**src/rtl/pmu_switch_sequencer_pkg.sv**
```systemverilog
// Shared definitions for the PMU clock-speed switch sequencer: state encoding,
// default code width and counter sizing helpers.
package pmu_switch_sequencer_pkg;

    localparam int unsigned PMU_CODE_W_DEF = 8;

    typedef enum logic [2:0] {
        PMU_ST_IDLE   = 3'd0,
        PMU_ST_DRAIN  = 3'd1,
        PMU_ST_SWITCH = 3'd2,
        PMU_ST_SETTLE = 3'd3,
        PMU_ST_DONE   = 3'd4
    } pmu_state_e;

    function automatic int unsigned pmu_cnt_w(input int unsigned max_val);
        return $clog2(max_val) + 1;
    endfunction

    function automatic int unsigned pmu_max3(input int unsigned a,
                                             input int unsigned b,
                                             input int unsigned c);
        int unsigned m;
        m = (a > b) ? a : b;
        return (m > c) ? m : c;
    endfunction

endpackage

```
**src/rtl/pmu_switch_sequencer_quiet_cnt.sv**
```systemverilog
// Saturating count of consecutive UART-idle cycles. quiet looks ahead one cycle:
// it is high in the cycle that completes QUIET_CYCLES idle cycles in a row.
module pmu_switch_sequencer_quiet_cnt
    import pmu_switch_sequencer_pkg::*;
#(
    parameter int unsigned QUIET_CYCLES = 16
) (
    input  logic clk,
    input  logic reset,
    input  logic idle,
    input  logic clr,
    output logic quiet
);

    localparam int unsigned W = pmu_cnt_w(QUIET_CYCLES);
    localparam logic [W-1:0] SAT_V  = W'(QUIET_CYCLES);
    localparam logic [W-1:0] LAST_V = W'(QUIET_CYCLES - 1);

    logic [W-1:0] cnt_q;
    logic [W-1:0] cnt_d;

    // Count idle cycles, restart on any busy cycle or when the owner clears.
    always_comb begin
        cnt_d = cnt_q;
        if (clr || !idle) begin
            cnt_d = '0;
        end else if (cnt_q != SAT_V) begin
            cnt_d = cnt_q + 1'b1;
        end else begin
            cnt_d = cnt_q;
        end
    end

    // Counter register.
    always_ff @(posedge clk) begin
        if (reset) begin
            cnt_q <= '0;
        end else begin
            cnt_q <= cnt_d;
        end
    end

    assign quiet = idle & (cnt_q >= LAST_V);

endmodule

```
**src/rtl/pmu_switch_sequencer.sv**
```systemverilog
// Sequences CPU speed-change requests into the power manager once the UART is quiet.
// Optional drain timeout is enabled by defining PMU_SEQ_TIMEOUT_EN.
module pmu_switch_sequencer
    import pmu_switch_sequencer_pkg::*;
#(
    parameter int unsigned CODE_W        = PMU_CODE_W_DEF,
    parameter int unsigned MAX_CODE      = 3,
    parameter int unsigned QUIET_CYCLES  = 16,
    parameter int unsigned SETTLE_CYCLES = 64,
    parameter int unsigned TIMEOUT_CYC   = 4096
) (
    input  logic              clk,
    input  logic              reset,
    input  logic              req,
    input  logic [CODE_W-1:0] req_code,
    input  logic              uart_tx_busy,
    input  logic              uart_rx_busy,
    output logic              change,
    output logic [CODE_W-1:0] change_vec,
    output logic              busy,
    output logic              done,
    output logic              err,
    output logic [CODE_W-1:0] cur_code,
    output logic              timed_out
);

    localparam int unsigned CNT_W = pmu_cnt_w(pmu_max3(QUIET_CYCLES, SETTLE_CYCLES, TIMEOUT_CYC));
    localparam logic [CNT_W-1:0]  SETTLE_LAST_V = CNT_W'(SETTLE_CYCLES - 1);
    localparam logic [CODE_W-1:0] MAX_CODE_V    = CODE_W'(MAX_CODE);

    pmu_state_e        state_q, state_d;
    logic [CODE_W-1:0] tgt_q, tgt_d;
    logic [CODE_W-1:0] pend_q, pend_d;
    logic              pend_vld_q, pend_vld_d;
    logic              change_q, change_d;
    logic [CODE_W-1:0] change_vec_q, change_vec_d;
    logic [CODE_W-1:0] cur_code_q, cur_code_d;
    logic              busy_q, busy_d;
    logic              done_q, done_d;
    logic              err_q, err_d;
    logic [CNT_W-1:0]  settle_cnt_q, settle_cnt_d;

    logic idle_s;
    logic quiet_s;
    logic quiet_clr_s;
    logic req_legal_s;

`ifdef PMU_SEQ_TIMEOUT_EN
    localparam logic [CNT_W-1:0] TIMEOUT_LAST_V = CNT_W'(TIMEOUT_CYC - 1);
    logic [CNT_W-1:0] to_cnt_q, to_cnt_d;
    logic             timed_out_q, timed_out_d;
`endif

    assign idle_s      = ~uart_tx_busy & ~uart_rx_busy;
    assign quiet_clr_s = (state_q != PMU_ST_DRAIN);
    assign req_legal_s = req & (req_code <= MAX_CODE_V);

    pmu_switch_sequencer_quiet_cnt #(
        .QUIET_CYCLES (QUIET_CYCLES)
    ) u_quiet_cnt (
        .clk   (clk),
        .reset (reset),
        .idle  (idle_s),
        .clr   (quiet_clr_s),
        .quiet (quiet_s)
    );

    // Next-state, pending queue and registered-output logic.
    always_comb begin
        state_d      = state_q;
        tgt_d        = tgt_q;
        pend_d       = pend_q;
        pend_vld_d   = pend_vld_q;
        change_d     = 1'b0;
        change_vec_d = change_vec_q;
        cur_code_d   = cur_code_q;
        done_d       = 1'b0;
        err_d        = req & ~req_legal_s;
        settle_cnt_d = '0;
`ifdef PMU_SEQ_TIMEOUT_EN
        timed_out_d  = timed_out_q;
        to_cnt_d     = (state_q == PMU_ST_DRAIN) ? (to_cnt_q + 1'b1) : '0;
`endif

        case (state_q)
            PMU_ST_IDLE: begin
                // A request left behind by DONE takes priority over a new one.
                if (pend_vld_q) begin
                    tgt_d      = pend_q;
                    pend_vld_d = 1'b0;
                    state_d    = PMU_ST_DRAIN;
                end else if (req_legal_s) begin
                    tgt_d   = req_code;
                    state_d = PMU_ST_DRAIN;
                end else begin
                    state_d = PMU_ST_IDLE;
                end
            end
            PMU_ST_DRAIN: begin
                if (quiet_s) begin
                    state_d      = PMU_ST_SWITCH;
                    change_d     = 1'b1;
                    change_vec_d = tgt_q;
                    cur_code_d   = tgt_q;
`ifdef PMU_SEQ_TIMEOUT_EN
                end else if (to_cnt_q == TIMEOUT_LAST_V) begin
                    state_d      = PMU_ST_SWITCH;
                    change_d     = 1'b1;
                    change_vec_d = tgt_q;
                    cur_code_d   = tgt_q;
                    timed_out_d  = 1'b1;
`endif
                end else begin
                    state_d = PMU_ST_DRAIN;
                end
            end
            PMU_ST_SWITCH: begin
                state_d = PMU_ST_SETTLE;
            end
            PMU_ST_SETTLE: begin
                if (settle_cnt_q == SETTLE_LAST_V) begin
                    state_d = PMU_ST_DONE;
                    done_d  = 1'b1;
                end else begin
                    settle_cnt_d = settle_cnt_q + 1'b1;
                    state_d      = PMU_ST_SETTLE;
                end
            end
            PMU_ST_DONE: begin
                if (pend_vld_q) begin
                    tgt_d      = pend_q;
                    pend_vld_d = 1'b0;
                    state_d    = PMU_ST_DRAIN;
                end else begin
                    state_d = PMU_ST_IDLE;
                end
            end
            default: begin
                state_d = PMU_ST_IDLE;
            end
        endcase

        // Requests arriving while a sequence is in flight coalesce, last one wins.
        if (req_legal_s && ((state_q != PMU_ST_IDLE) || pend_vld_q)) begin
            pend_d     = req_code;
            pend_vld_d = 1'b1;
        end else begin
            pend_d = pend_d;
        end

        busy_d = (state_d != PMU_ST_IDLE) | pend_vld_d;
    end

    // State and output registers.
    always_ff @(posedge clk) begin
        if (reset) begin
            state_q      <= PMU_ST_IDLE;
            tgt_q        <= '0;
            pend_q       <= '0;
            pend_vld_q   <= 1'b0;
            change_q     <= 1'b0;
            change_vec_q <= '0;
            cur_code_q   <= '0;
            busy_q       <= 1'b0;
            done_q       <= 1'b0;
            err_q        <= 1'b0;
            settle_cnt_q <= '0;
        end else begin
            state_q      <= state_d;
            tgt_q        <= tgt_d;
            pend_q       <= pend_d;
            pend_vld_q   <= pend_vld_d;
            change_q     <= change_d;
            change_vec_q <= change_vec_d;
            cur_code_q   <= cur_code_d;
            busy_q       <= busy_d;
            done_q       <= done_d;
            err_q        <= err_d;
            settle_cnt_q <= settle_cnt_d;
        end
    end

`ifdef PMU_SEQ_TIMEOUT_EN
    // Drain timeout counter and sticky timeout flag.
    always_ff @(posedge clk) begin
        if (reset) begin
            to_cnt_q    <= '0;
            timed_out_q <= 1'b0;
        end else begin
            to_cnt_q    <= to_cnt_d;
            timed_out_q <= timed_out_d;
        end
    end

    assign timed_out = timed_out_q;
`else
    assign timed_out = 1'b0;
`endif

    assign change     = change_q;
    assign change_vec = change_vec_q;
    assign busy       = busy_q;
    assign done       = done_q;
    assign err        = err_q;
    assign cur_code   = cur_code_q;

endmodule

```
**config.mk**
```make
export PLATFORM = sky130hd
export DESIGN_NAME = pmu_switch_sequencer
export DESIGN_NICKNAME = d
export VERILOG_FILES = /design/src/rtl/pmu_switch_sequencer_pkg.sv /design/src/rtl/pmu_switch_sequencer_quiet_cnt.sv /design/src/rtl/pmu_switch_sequencer.sv
export SDC_FILE = /design/constraint.sdc
export NUM_CORES = 1
export LEC_CHECK = 0
export BUFFER_PORTS_ARGS = -buffer_cell sky130_fd_sc_hd__buf_2
export CORE_UTILIZATION = 45
export DETAILED_ROUTE_END_ITERATION = 6
export PLACE_DENSITY_LB_ADDON = 0.3
export SLEW_MARGIN = 30
export SYNTH_ARGS = -nofsm -noshare
export SYNTH_HDL_FRONTEND = slang
export SYNTH_SLANG_ARGS = --single-unit
```
**constraint.sdc**
```tcl
create_clock -name clk -period 2.15 [get_ports clk]
set_clock_uncertainty 0.2 [all_clocks]
set_input_delay 0.43 -clock clk [delete_from_list [all_inputs] [get_ports clk]]
set_output_delay 0.43 -clock clk [all_outputs]
set_load 0.05 [all_outputs]
```
After elaboration in Yosys (flattened, before gate mapping)
Index checks and enable logic that the tools add are counted.
- add/sub/neg operators: 2
- $lt $le $gt $ge: 2
- equal/unequal tests: 9
- multiplexer cells: 14
- bitwise operators: 10
- reductions and logical operators: 15
- operators with widths (operator ; count):
    two-way mux 8 bit ; 3
    case mux 8 bit (2 select lines) ; 1
    case mux 3 bit (5 select lines) ; 1
    adder 13 x 1 -> 13 bit, second input constant ; 1
    equality test 13 x 6 -> 1 bit, second input constant ; 1
    <= comparator 8 x 2 -> 1 bit, second input constant ; 1
    OR reduction 2 bit ; 4
    two-way mux 1 bit ; 7
    equality test 3 x 2 -> 1 bit, second input constant ; 2
    nonzero test 3 bit ; 2
    adder 5 x 1 -> 5 bit, second input constant ; 1
    greater-or-equal comparator 5 x 4 -> 1 bit, second input constant ; 1
    != test 5 bit, second input constant ; 1
    inverter 1 bit ; 5
    bitwise AND 1 bit ; 4
    equality test 3 x 1 -> 1 bit, second input constant ; 1
    equality test 3 bit, second input constant ; 1
    zero test 3 bit ; 1
    two-way mux 3 bit ; 1
    != test 3 x 1 -> 1 bit, second input constant ; 1
    != test 3 bit, second input constant ; 1
    AND reduction 3 bit ; 1
    OR reduction 3 bit ; 1
    logical OR 1 bit ; 2
    other kinds (7) ; 7
- bits in registers: 50
- output and inout port bits: 21

Depth between registers and ports, before layout
Gate-level depths: netlist (run 1).
- word-level depth: 7
- gate-level depth with buffers: 7
- depth with buffers taken out: 7

Hierarchy
From an unflattened synthesis (run 1), not the netlist that was laid out.
- cells, all modules: 240
- area total of the unflattened synthesis: 2192.1 µm²
- by module, submodules not included (module ; instances ; cells an instance ; area an instance (µm²) ; sequential area each (µm²)):
    pmu_switch_sequencer ; 1 ; 209 ; 1878.1 ; 900.9
    pmu_switch_sequencer_quiet_cnt ; 1 ; 31 ; 314.1 ; 100.1

Worst setup path before layout (run 1)
No wires, ideal clock.
- path kind: register to register
- start: register u_quiet_cnt.cnt_q[1]
- end: register cur_code_q[0], in the netlist cur_code[0]
- setup time: 128 ps
- data arrival time: 1785 ps
- data required time: 1822 ps
- slack: 38 ps
- cell stages (with the launch flop): 8
- buffers on the path: 0
- clock period less this slack: 2112 ps
- cell sequence: dfxtp_1 ha_1 and3_1 ha_1 nor2_1 a2111oi_4 mux2i_1 nor2_1
- word-level cells in the longest chain between the ends: 3
- ends and longest elaborated chain (what ; RTL line ; RTL):
    from (decl) ; pmu_switch_sequencer_quiet_cnt.sv:19 ; logic [W-1:0] cnt_q;
    from (signal assigned) ; pmu_switch_sequencer_quiet_cnt.sv:39 ; cnt_q <= cnt_d;
    greater-or-equal comparator 5 x 4 -> 1 bit ; pmu_switch_sequencer_quiet_cnt.sv:43 ; assign quiet = idle & (cnt_q >= LAST_V);
    bitwise AND 1 bit ; pmu_switch_sequencer_quiet_cnt.sv:43 ;
    AND reduction 2 bit (no line) ; -- ;
    to (signal assigned) ; pmu_switch_sequencer.sv:175 ; cur_code_q <= cur_code_d;
    to (decl) ; pmu_switch_sequencer.sv:37 ; logic [CODE_W-1:0] cur_code_q, cur_code_d;
Every way passes these cells.
A chain may end at the register's enable or synchronous reset.

Final worst setup path (run 1)
- start: register u_quiet_cnt.cnt_q[0]
- end: register cur_code_q[1], in the netlist cur_code[1]
The elaborated chain is that of the path after synthesis.

==> qor.tcl, run 1 <==
set qor(synth.ff_latch_count) 50
set qor(boundaryPins) 34
set qor(detailedRoute.firstIterationViolations) 96
set qor(final_util_pct) 53.2
set qor(die_y_um) 71.9
set qor(power_density_nw_per_um2) 607
set qor(cpLargestDelayFamily) {flip-flops}
set qor(place.port_buffers) 32
set qor(finalSetupTns_ns) 0
set qor(grt_first_pass_wirelength_um) 6510
set qor(hold_violations_final) 0
set qor(clk_latency_worst_skew_pair_ns) 0.30
set qor(post_synth.cell_area_avg_um2) 9.51
set qor(ctsHtreeMaxLevel) 2
set qor(fin_crit_ns) 2.02
set qor(design_area_um2) 2510
set qor(mappedNetlistNets) 248
set qor(yosysUniqueCellTypes) 41
set qor(ys.flop_type) {sky130_fd_sc_hd__dfxtp_1}
set qor(slew_viols_final) 0
set qor(route.vias.total) 1619
set qor(power_mw) 1.53
set qor(insertedDiodeCount) 0
set qor(async_reset_ff_share_pct) 0
set qor(drive_above_1_share_pct) 22.1
set qor(core_ar_um2) 4720
set qor(final.period_utilization_pct) 93.9
set qor(worst_setup_path_start_kind) {flip-flop}
set qor(worst-path-buf-inv) 1
set qor(ctsLongestPathBuffers) 2
set qor(yosys_warnings) 0
set qor(status) {complete, no violations}
set qor(worst-path-max-fanout) 8
set qor(clock_pin_slew_reported_for_the_worst_setup_and_hold_paths_after_clock_tree_synthesis_ns) 0.08
set qor(ctsResizeCount) 0
set qor(report.final.setup_viol) 0
set qor(post_drt_wl_per_cell_um) 11.6
set qor(required_ns) 2.13
set qor(worst_slew_pin_slew_ns) 0.573
set qor(synth.yosys.seq_area_share_pct) 45.6
set qor(grt_max_degree) 31
set qor(cts.sink_count) 50
set qor(dp_hpwl_um) 2730
set qor(grt_usage_pct) 16.0
set qor(first_global_vias) 1427
set qor(cpPeakStageDelay_ns) 0.36
set qor(finalNetCount) 279
set qor(rsz0062_at_grt) {no}
set qor(finalHoldWorstSlack_ns) 0.183
set qor(crit_path_end_kind) {flip-flop}
set qor(vdd_ir_drop_max_v) 0.000304
set qor(worstSetupPathType) {reg2reg}
set qor(detail-route-antenna-nets) 0
set qor(cpMaxStageDelayCell) {sky130_fd_sc_hd__dfxtp_2}
set qor(drt-pass1-iter-count) 4
set qor(start_util_pct) 46.5
set qor(cell_row_count) 25
set qor(layout.cells.most_common) {sky130_fd_sc_hd__dfxtp_1}
set qor(fmax_mhz) 495
set qor(hold_class) {in2reg}
set qor(most-common-layout-cells) {sky130_fd_sc_hd__dfxtp_1, sky130_fd_sc_hd__buf_2, sky130_fd_sc_hd__nor2_1}
set qor(flow.area_growth_from_synthesis_pct) 14.5
set qor(tritoncts) {built}
set qor(syn_area_um2) 2200
set qor(remaining_drc_errors) 0
set qor(antenna_found_initial) 0
set qor(post_synth_edffs) 0
set qor(cts_buffers) 5
set qor(leakage_nw) 1.05
set qor(worstPathCellList) {ha_1, and3_1, ha_1, nor2_1, a2111oi_4, buf_12, mux2i_1, nor2_1}
set qor(count_of_mapped_cells_out_of_synthesis) 231
set qor(post-cts-setup-buffer-count) 0
set qor(die_width_um) 71.9
set qor(arrival_ns) 2.00
set qor(cts_root_buffer) {sky130_fd_sc_hd__clkbuf_8}
set qor(global_route.overflow_total) 0
set qor(global_placer_s_final_weighted_congestion) 0.748
set qor(hold_buffers_post_cts) 0
set qor(wl_um) 3830
set qor(maxSlewHeadroom_pct) 61.8
set qor(dieArea_um2) 5160
set qor(drt-vias-per-instance) 4.91
set qor(drv_cap) 0
set qor(postPlaceCellArea_um2) 2420
registers in the layout, indices dropped and copies added, names as in the netlist:
signal	count
err	1
pend_q	8
done	1
state_q	3
pend_vld_q	1
cur_code	8
tgt_q	8
busy	1
settle_cnt_q	13
change	1
u_quiet_cnt.cnt_q	5
worst min-delay path, stage by stage:
cell and delay [ns]:
sky130_fd_sc_hd__buf_2 0.09, sky130_fd_sc_hd__mux2i_1 0.06, sky130_fd_sc_hd__nor2_1 0.07
area by class of cell:
cell class              count  area, µm²
clock inverters             1       5.00
multi-input cells         158       1070
inverters                   6       22.5
well taps                  67       83.8
clock buffers               7       86.3
flip-flops and latches     50       1000
fillers                   447       2210
repair buffers             41        240
path summary, 6_finish.rpt:
kind,start,end,slack [ns],cells after the start
setup / recovery,u_quiet_cnt.cnt_q[0],cur_code[1],0.13,8
hold / removal,req_code[1],pend_q[1],0.18,3
setup reg to reg,u_quiet_cnt.cnt_q[0],cur_code[1],0.13,8
hold reg to reg,settle_cnt_q[0],settle_cnt_q[0],0.24,1
cells by family after synthesis:
group,count (synthesis),share of synthesized area (%)
AND/OR/NAND/NOR,90,22.2
adder cells (fa/ha/maj),4,2.28
buffers and inverters,23,5.47
other,1,0.171
AO/OA/AOI/OAI,31,10.5
XOR/XNOR,13,5.19
multiplexers,19,8.66
flip-flops,50,45.6
power by group:
group	switching (mW)	internal, mW
Combinational	0.0352	0.0195
Clock	0.284	0.260
Sequential	0.000802	0.927
Total	0.320	1.21
cell usage after synthesis (2+ instances only):
cell,n,share of area (%)
sky130_fd_sc_hd__clkbuf_1,7,1.2
sky130_fd_sc_hd__ha_1,4,2.3
sky130_fd_sc_hd__xor2_1,10,4.0
sky130_fd_sc_hd__and2_1,7,2.0
sky130_fd_sc_hd__xnor2_1,3,1.2
sky130_fd_sc_hd__a211oi_1,2,0.68
sky130_fd_sc_hd__mux2i_1,19,8.7
sky130_fd_sc_hd__nor3_1,4,0.91
sky130_fd_sc_hd__dfxtp_1,50,46
sky130_fd_sc_hd__o41ai_1,8,3.2
sky130_fd_sc_hd__buf_4,9,3.1
sky130_fd_sc_hd__and4_1,3,1.2
sky130_fd_sc_hd__nand4_1,6,1.7
sky130_fd_sc_hd__o21ai_0,9,2.1
sky130_fd_sc_hd__nand2b_1,2,0.57
sky130_fd_sc_hd__nand2_1,6,1.0
sky130_fd_sc_hd__nor3b_1,2,0.68
sky130_fd_sc_hd__a31oi_1,2,0.57
sky130_fd_sc_hd__nand3_1,7,1.6
sky130_fd_sc_hd__and3_1,3,0.85
sky130_fd_sc_hd__inv_1,6,1.0
sky130_fd_sc_hd__nor2_1,31,5.3
sky130_fd_sc_hd__nor2b_1,9,2.6
sky130_fd_sc_hd__a21oi_1,5,1.1
metrics by stage:
| stage | worst slack (ns) | std cells |
|---|---|---|
| final | 0.131 | 330 |
| after global routing | 0.00273 | 330 |
| after CTS | 0.0746 | 330 |
| after detailed placement | 0.0813 | 322 |
| after global placement | 0.118 | 322 |
| after floorplan | 0.0378 | 231 |
layer usage:
metal | share of wire, % | GRT usage, % | wire (µm)
met1 | 51 | 20.9 | 1940
met2 | 45 | 25.8 | 1730
met3 | 2.7 | 3.80 | 102
met4 | 1.5 | 5.88 | 57
met5 | 0 | 0 | 0
Note: power is estimated with default switching activity, not from simulation.
==> run 2: changes to the inputs <==
--- a/config.mk
+++ b/config.mk
@@ -9,6 +9,7 @@
 export CORE_UTILIZATION = 45
 export DETAILED_ROUTE_END_ITERATION = 6
 export PLACE_DENSITY_LB_ADDON = 0.3
+export SETUP_SLACK_MARGIN = 0.3
 export SLEW_MARGIN = 30
 export SYNTH_ARGS = -nofsm -noshare
 export SYNTH_HDL_FRONTEND = slang
==> qor.tcl, run 2 (synthesis gave the netlist of run 1 again) <==
set qor(status) {complete, no violations}
set qor(antenna_found_initial) 0 ;# unchanged
set qor(report.final.setup_viol) 0 ;# unchanged
set qor(worstPathCellList) {ha_4, and3_4, ha_4, nor2_4, a2111oi_4, buf_6, mux2i_2, nor2_1}
set qor(largest_register_ff_count) 13 ;# unchanged
set qor(finalSetupTns_ns) 0 ;# unchanged
set qor(tritoncts) {built}
set qor(global_placer_s_final_weighted_congestion) 0.747 ;# -0.20%
set qor(flow.area_growth_from_synthesis_pct) 18.7
set qor(hold_violations_final) 0 ;# unchanged
set qor(place_worst_setup_slack_ns) 0.0841 ;# +0.00276 ns
set qor(grt_usage_pct) 15.7 ;# -0.28 points
set qor(wl_um) 4020 ;# +5.0%
set qor(detailedRoute.firstIterationViolations) 141 ;# +47%
set qor(design_area_um2) 2610 ;# +3.6%
set qor(detail-route-antenna-nets) 0 ;# unchanged
set qor(leakage_nw) 1.06 ;# +1.4%
set qor(clock_pin_slew_reported_for_the_worst_setup_and_hold_paths_after_clock_tree_synthesis_ns) 0.09 ;# about the same
set qor(first_global_vias) 1388 ;# -2.7%
set qor(slew_viols_final) 0 ;# unchanged
set qor(registers.top_by_ff_count) {settle_cnt_q}
set qor(drv_cap) 0 ;# unchanged
set qor(core_ar_um2) 4720 ;# unchanged
set qor(crit_path_end_kind) {flip-flop}
set qor(clkPwrFrac_pct) 36.3 ;# +0.7 points
set qor(nFillCells) 416 ;# -6.9%
set qor(global_route.overflow_total) 0 ;# unchanged
set qor(layout.cells.most_common) {sky130_fd_sc_hd__dfxtp_1}
set qor(vdd_ir_drop_max_v) 0.000304 ;# +0.18%
set qor(die_width_um) 71.9 ;# unchanged
set qor(final.period_utilization_pct) 89.4 ;# -4.4 points
set qor(share_comb_of_total_power_pct) 3.7 ;# about the same
set qor(postPlaceCellArea_um2) 2450 ;# +0.98%
set qor(post_drt_wl_per_cell_um) 12.1 ;# +4.0%
set qor(place.port_buffers) 32 ;# unchanged
set qor(drt-pass1-iter-count) 4 ;# unchanged
set qor(maxSlewHeadroom_pct) 60.2 ;# -1.6 points
set qor(rsz0062_at_grt) {yes}
set qor(drt-vias-per-instance) 4.91 ;# about the same
set qor(power_switching_uw) 339 ;# +5.9%
set qor(cpMaxStageDelayCell) {sky130_fd_sc_hd__dfxtp_4}
set qor(die_y_um) 71.9 ;# unchanged
set qor(remaining_drc_errors) 0 ;# unchanged
set qor(ctsLongestPathBuffers) 2 ;# unchanged
set qor(critical_path.most_common_cell) {sky130_fd_sc_hd__ha_4}
set qor(power_density_nw_per_um2) 591 ;# -2.5%
set qor(grt_first_pass_wirelength_um) 6370 ;# -2.2%
set qor(fin_crit_ns) 1.92 ;# -0.0955 ns
set qor(ctsHtreeMaxLevel) 2 ;# unchanged
set qor(hold_class) {in2reg}
set qor(seqPwrFrac_pct) 60.0 ;# -0.8 points
set qor(worstSetupPathType) {reg2reg}
set qor(worst_setup_path_start_kind) {flip-flop}
set qor(drive_above_1_share_pct) 27.4 ;# +5.4 points
set qor(clk_latency_worst_skew_pair_ns) 0.29 ;# about the same
set qor(finalNetCount) 282 ;# +1.1%
set qor(arrival_ns) 1.91 ;# -0.09 ns
set qor(final_util_pct) 55.2 ;# +1.9 points
set qor(switching_part_of_the_total_power_pct) 22.0 ;# +1.0 points
set qor(boundaryPins) 34 ;# unchanged
set qor(cts.sink_count) 50 ;# unchanged
set qor(cpPeakStageDelay_ns) 0.36 ;# about the same
set qor(cell_row_count) 25 ;# unchanged
set qor(worst_slew_pin_slew_ns) 0.592 ;# +0.0195 ns
set qor(worst-path-max-fanout) 8 ;# unchanged
set qor(start_util_pct) 46.5 ;# unchanged
set qor(required_ns) 2.14 ;# about the same
set qor(final_critical_path_setup_slack_ns) 0.227 ;# +0.0955 ns
set qor(most-common-layout-cells) {sky130_fd_sc_hd__dfxtp_1, sky130_fd_sc_hd__buf_2, sky130_fd_sc_hd__nor2_1}
set qor(internal_power_mw) 1.20 ;# -0.32%
set qor(reg2reg_depth) 8 ;# unchanged
set qor(dieArea_um2) 5160 ;# unchanged
set qor(storage_element_area_um2) 1010 ;# +1.1%
set qor(hold_depth) 3 ;# unchanged
set qor(fmax_mhz) 520 ;# +5.0%
set qor(cts_buffers) 5 ;# unchanged
set qor(route.vias.total) 1635 ;# +0.99%
set qor(dp_hpwl_um) 2770 ;# +1.4%
set qor(grt_max_degree) 31 ;# unchanged
set qor(cts_root_buffer) {sky130_fd_sc_hd__clkbuf_8}
set qor(multi_input_comb_area_um2) 1140 ;# +5.8%
set qor(insertedDiodeCount) 0 ;# unchanged
## run 2: cell count changes in the layout (fill, tap and decap cells not counted), moves of 2 or more
cell and change:
sky130_fd_sc_hd__ha_1 -2, sky130_fd_sc_hd__buf_4 +3, sky130_fd_sc_hd__dfxtp_1 -3, sky130_fd_sc_hd__dfxtp_4 +3
sky130_fd_sc_hd__a211oi_2 +2, sky130_fd_sc_hd__ha_4 +2, sky130_fd_sc_hd__a211oi_1 -2
## run 2: worst max-delay path: cells and delay by family, from the launching register on
kind / cells / cell delay [ns]
DFF: 1 / 0.36
AOI/OAI and AO/OA: 1 / 0.30
muxes: 1 / 0.21
and+or+nand+nor: 3 / 0.29
adders and majority gates: 2 / 0.26
buffers and inverters: 1 / 0.20
## run 2: through the flow
step	hold WS [ns]	power, mW	cells
floorplan	0.213	0.981	231
global placement	0.227	1.01	321
detailed placement	0.233	1.01	321
CTS	0.182	1.56	331
global route	0.200	1.60	333
finish	0.181	1.54	333
## run 2: power groups by stage
stage	sequential, mW	clock [mW]	combinational, mW
floorplan	0.954	0	0.0278
global placement	0.950	0	0.0565
detailed placement	0.950	0	0.0568
CTS	0.925	0.576	0.0570
global route	0.925	0.613	0.0622
finish	0.924	0.559	0.0578
## run 2: routing by layer
layer	routed length, µm	GRT usage, %	vias up
met5	0	0	-
met4	47	4.58	0
met3	104	3.80	5
met2	1730	22.6	21
met1	2140	23.2	737
li1	-	-	872
## run 2: final timing paths
check / slack [ns] / start / to
max: 0.23 / u_quiet_cnt.cnt_q[0] / cur_code[7]
min: 0.18 / req_code[1] / pend_q[1]
max reg2reg: 0.23 / u_quiet_cnt.cnt_q[0] / cur_code[7]
min reg2reg: 0.24 / settle_cnt_q[0] / settle_cnt_q[0]
## run 2: repair_timing
action,4_1_cts,5_1_grt
setup buffers,2,2
endpoints found under the setup margin,15,34
resized for setup,4,7
hold buffers,0,0
pin swaps,1,1
## run 2: cell type report
cell class / instances / area share, %
tap: 67 / 3.22
inverter: 6 / 0.864
clock buffer: 6 / 3.17
timing repair buffer: 44 / 9.75
sequential: 50 / 38.9
clock inverter: 2 / 0.480
multi-input combinational: 158 / 43.6
==> run 3: changes to the inputs <==
--- a/config.mk
+++ b/config.mk
@@ -9,8 +9,9 @@
 export CORE_UTILIZATION = 45
 export DETAILED_ROUTE_END_ITERATION = 6
 export PLACE_DENSITY_LB_ADDON = 0.3
+export REMOVE_ABC_BUFFERS = 1
 export SETUP_SLACK_MARGIN = 0.3
-export SLEW_MARGIN = 30
+export SLEW_MARGIN = 15
 export SYNTH_ARGS = -nofsm -noshare
 export SYNTH_HDL_FRONTEND = slang
 export SYNTH_SLANG_ARGS = --single-unit
==> qor.tcl, run 3 (synthesis gave the netlist of run 1 again) <==
set qor(status) {complete, no violations}
set qor(post_drt_wl_per_cell_um) 11.8 ;# -2.2%
set qor(largest_register_ff_count) 13 ;# unchanged
set qor(fin_crit_ns) 1.98 ;# +0.0556 ns
set qor(maxSlewHeadroom_pct) 63.1 ;# +2.9 points
set qor(drv_cap) 0 ;# unchanged
set qor(multi_input_comb_area_um2) 1120 ;# -1.4%
set qor(hold_violations_final) 0 ;# unchanged
set qor(ctsLongestPathBuffers) 2 ;# unchanged
set qor(layout.cells.most_common) {sky130_fd_sc_hd__dfxtp_1}
set qor(cts_root_buffer) {sky130_fd_sc_hd__clkbuf_8}
set qor(remaining_drc_errors) 0 ;# unchanged
set qor(nFillCells) 433 ;# +4.1%
set qor(cts_buffers) 5 ;# unchanged
set qor(boundaryPins) 34 ;# unchanged
set qor(die_y_um) 71.9 ;# unchanged
set qor(storage_element_area_um2) 1000 ;# -0.99%
set qor(switching_part_of_the_total_power_pct) 21.3 ;# -0.65 points
set qor(rsz0062_at_grt) {yes}
set qor(flow.area_growth_from_synthesis_pct) 18.6 ;# about the same
set qor(worstSetupStartpoint) {u_quiet_cnt.cnt_q[1]}
set qor(highest-signal-layer) {met4}
set qor(tritoncts) {built}
set qor(worst-path-max-fanout) 8 ;# unchanged
set qor(report.final.setup_viol) 0 ;# unchanged
set qor(crit_path_end_kind) {flip-flop}
set qor(min_delay_worst_endpoint) {err}
set qor(required_ns) 2.14 ;# about the same
set qor(grt_usage_pct) 16.7 ;# +1.0 points
set qor(final.period_utilization_pct) 92.0 ;# +2.6 points
set qor(power_density_nw_per_um2) 589 ;# -0.41%
set qor(routed-wl-met3_um) 132 ;# +27%
set qor(slew_viols_final) 0 ;# unchanged
set qor(arrival_ns) 1.97 ;# +0.06 ns
set qor(finalSetupTns_ns) 0 ;# unchanged
set qor(clk_latency_worst_skew_pair_ns) 0.29 ;# about the same
set qor(detailroute.wirelength.met2_um) 1820 ;# +5.4%
set qor(drive_above_1_share_pct) 26.5 ;# -0.95 points
set qor(met1_length_um) 1980 ;# -7.3%
set qor(most-common-layout-cells) {sky130_fd_sc_hd__dfxtp_1, sky130_fd_sc_hd__buf_2, sky130_fd_sc_hd__nor2_1}
set qor(first_global_vias) 1506 ;# +8.5%
set qor(wl_um) 3950 ;# -1.6%
set qor(dp_hpwl_um) 2750 ;# -0.56%
set qor(fmax_mhz) 505 ;# -2.8%
set qor(worstSetupPathType) {reg2reg}
set qor(worst_setup_path_start_kind) {flip-flop}
set qor(hold_depth) 3 ;# unchanged
set qor(registers.top_by_ff_count) {settle_cnt_q}
set qor(vdd_ir_drop_max_v) 0.000421 ;# +38%
set qor(leakage_nw) 1.07 ;# +1.2%
set qor(clock_pin_slew_reported_for_the_worst_setup_and_hold_paths_after_clock_tree_synthesis_ns) 0.09 ;# about the same
set qor(clkPwrFrac_pct) 35.9 ;# -0.4 points
set qor(power_switching_uw) 327 ;# -3.4%
set qor(grt_max_degree) 28 ;# -9.7%
set qor(route.vias.total) 1664 ;# +1.8%
set qor(detailedRoute.firstIterationViolations) 101 ;# -28%
set qor(seqPwrFrac_pct) 60.5 ;# +0.5 points
set qor(min_from) {req}
set qor(drt-vias-per-instance) 4.97 ;# +1.2%
set qor(cell_row_count) 25 ;# unchanged
set qor(regToRegSetupSlack_ns) 0.17 ;# -0.06 ns
set qor(worst_slew_pin_slew_ns) 0.549 ;# -0.0434 ns
set qor(die_width_um) 71.9 ;# unchanged
set qor(hold_buffers_post_cts) 0 ;# unchanged
set qor(share_comb_of_total_power_pct) 3.6 ;# about the same
set qor(finalNetCount) 284 ;# +0.71%
set qor(internal_power_mw) 1.21 ;# +0.37%
set qor(reg2reg_depth) 8 ;# unchanged
set qor(antenna_found_initial) 0 ;# unchanged
set qor(dieArea_um2) 5160 ;# unchanged
set qor(drt-pass1-iter-count) 4 ;# unchanged
set qor(global_route.overflow_total) 0 ;# unchanged
set qor(detail-route-antenna-nets) 0 ;# unchanged
set qor(grt_first_pass_wirelength_um) 6760 ;# +6.1%
set qor(worst_r2r_dst) {cur_code[7]}
set qor(r2r-start) {u_quiet_cnt.cnt_q[1]}
set qor(start_util_pct) 46.5 ;# unchanged
set qor(ctsHtreeMaxLevel) 2 ;# unchanged
set qor(hold_class) {in2reg}
set qor(power_mw) 1.53 ;# -0.46%
set qor(insertedDiodeCount) 0 ;# unchanged
set qor(cts.sink_count) 50 ;# unchanged
set qor(core_ar_um2) 4720 ;# unchanged
set qor(place.port_buffers) 32 ;# unchanged
set qor(global_placer_s_final_weighted_congestion) 0.764 ;# +2.3%
run 3: worst max path at each step:
stage	endpoint	slack (ns)	depth (start not counted)
2_1_floorplan	cur_code[0]	0.04	7
3_3_place_gp	cur_code[7]	0.12	6
3_5_place_dp	cur_code[5]	0.1	6
4_1_cts	cur_code[4]	0.18	8
5_1_grt	cur_code[7]	0.09	8
6_report	cur_code[7]	0.17	8
run 3: routing by layer:
metal	vias to the layer above	GRT usage (%)
met3	2	3.23
met4	0	7.19
met1	765	22.4
met2	30	26.3
met5	-	0
li1	867	-
run 3: power groups by stage:
stage / Clock [mW] / Sequential (mW) / Combinational (mW)
after floorplan: 0 / 0.954 / 0.0193
after global placement: 0 / 0.950 / 0.0544
after detailed placement: 0 / 0.949 / 0.0545
after CTS: 0.575 / 0.928 / 0.0552
after global routing: 0.622 / 0.928 / 0.0595
final: 0.551 / 0.928 / 0.0553
run 3: worst max-delay path: stages, from the launching register on:
cell and delay, ns:
sky130_fd_sc_hd__dfxtp_2 0.36, sky130_fd_sc_hd__ha_4 0.14, sky130_fd_sc_hd__and3_4 0.19, sky130_fd_sc_hd__ha_4 0.13, sky130_fd_sc_hd__nor2_4 0.04, sky130_fd_sc_hd__a2111oi_4 0.32, sky130_fd_sc_hd__clkbuf_16 0.23, sky130_fd_sc_hd__mux2i_2 0.20
sky130_fd_sc_hd__nor2_1 0.06
run 3: layout make-up:
cell class	instances	share of cell area, %
Clock inverter	1	0.192
Multi-Input combinational cell	158	43.0
Clock buffer	7	3.31
Inverter	6	0.865
Sequential cell	50	38.5
Timing Repair Buffer	46	10.9
Tap cell	67	3.22
run 3: stage by stage:
step | instance area (µm²) | cells | hold slack [ns] | util, % | worst slack [ns]
after floorplan | 2100 | 214 | 0.213 | - | 0.0446
after global placement | 2420 | 322 | 0.226 | 51.3 | 0.115
after detailed placement | 2420 | 322 | 0.244 | 51.3 | 0.0952
after CTS | 2590 | 334 | 0.174 | 54.8 | 0.180
after global routing | 2610 | 335 | 0.175 | 55.2 | 0.0942
final | 2610 | 335 | 0.184 | 55.2 | 0.171
run 3: repair_timing:
action                     CTS  global route
setup endpoints to repair   17            26
gates resized for setup     10             3
pin swaps                    3             5
buffers inserted             4             1
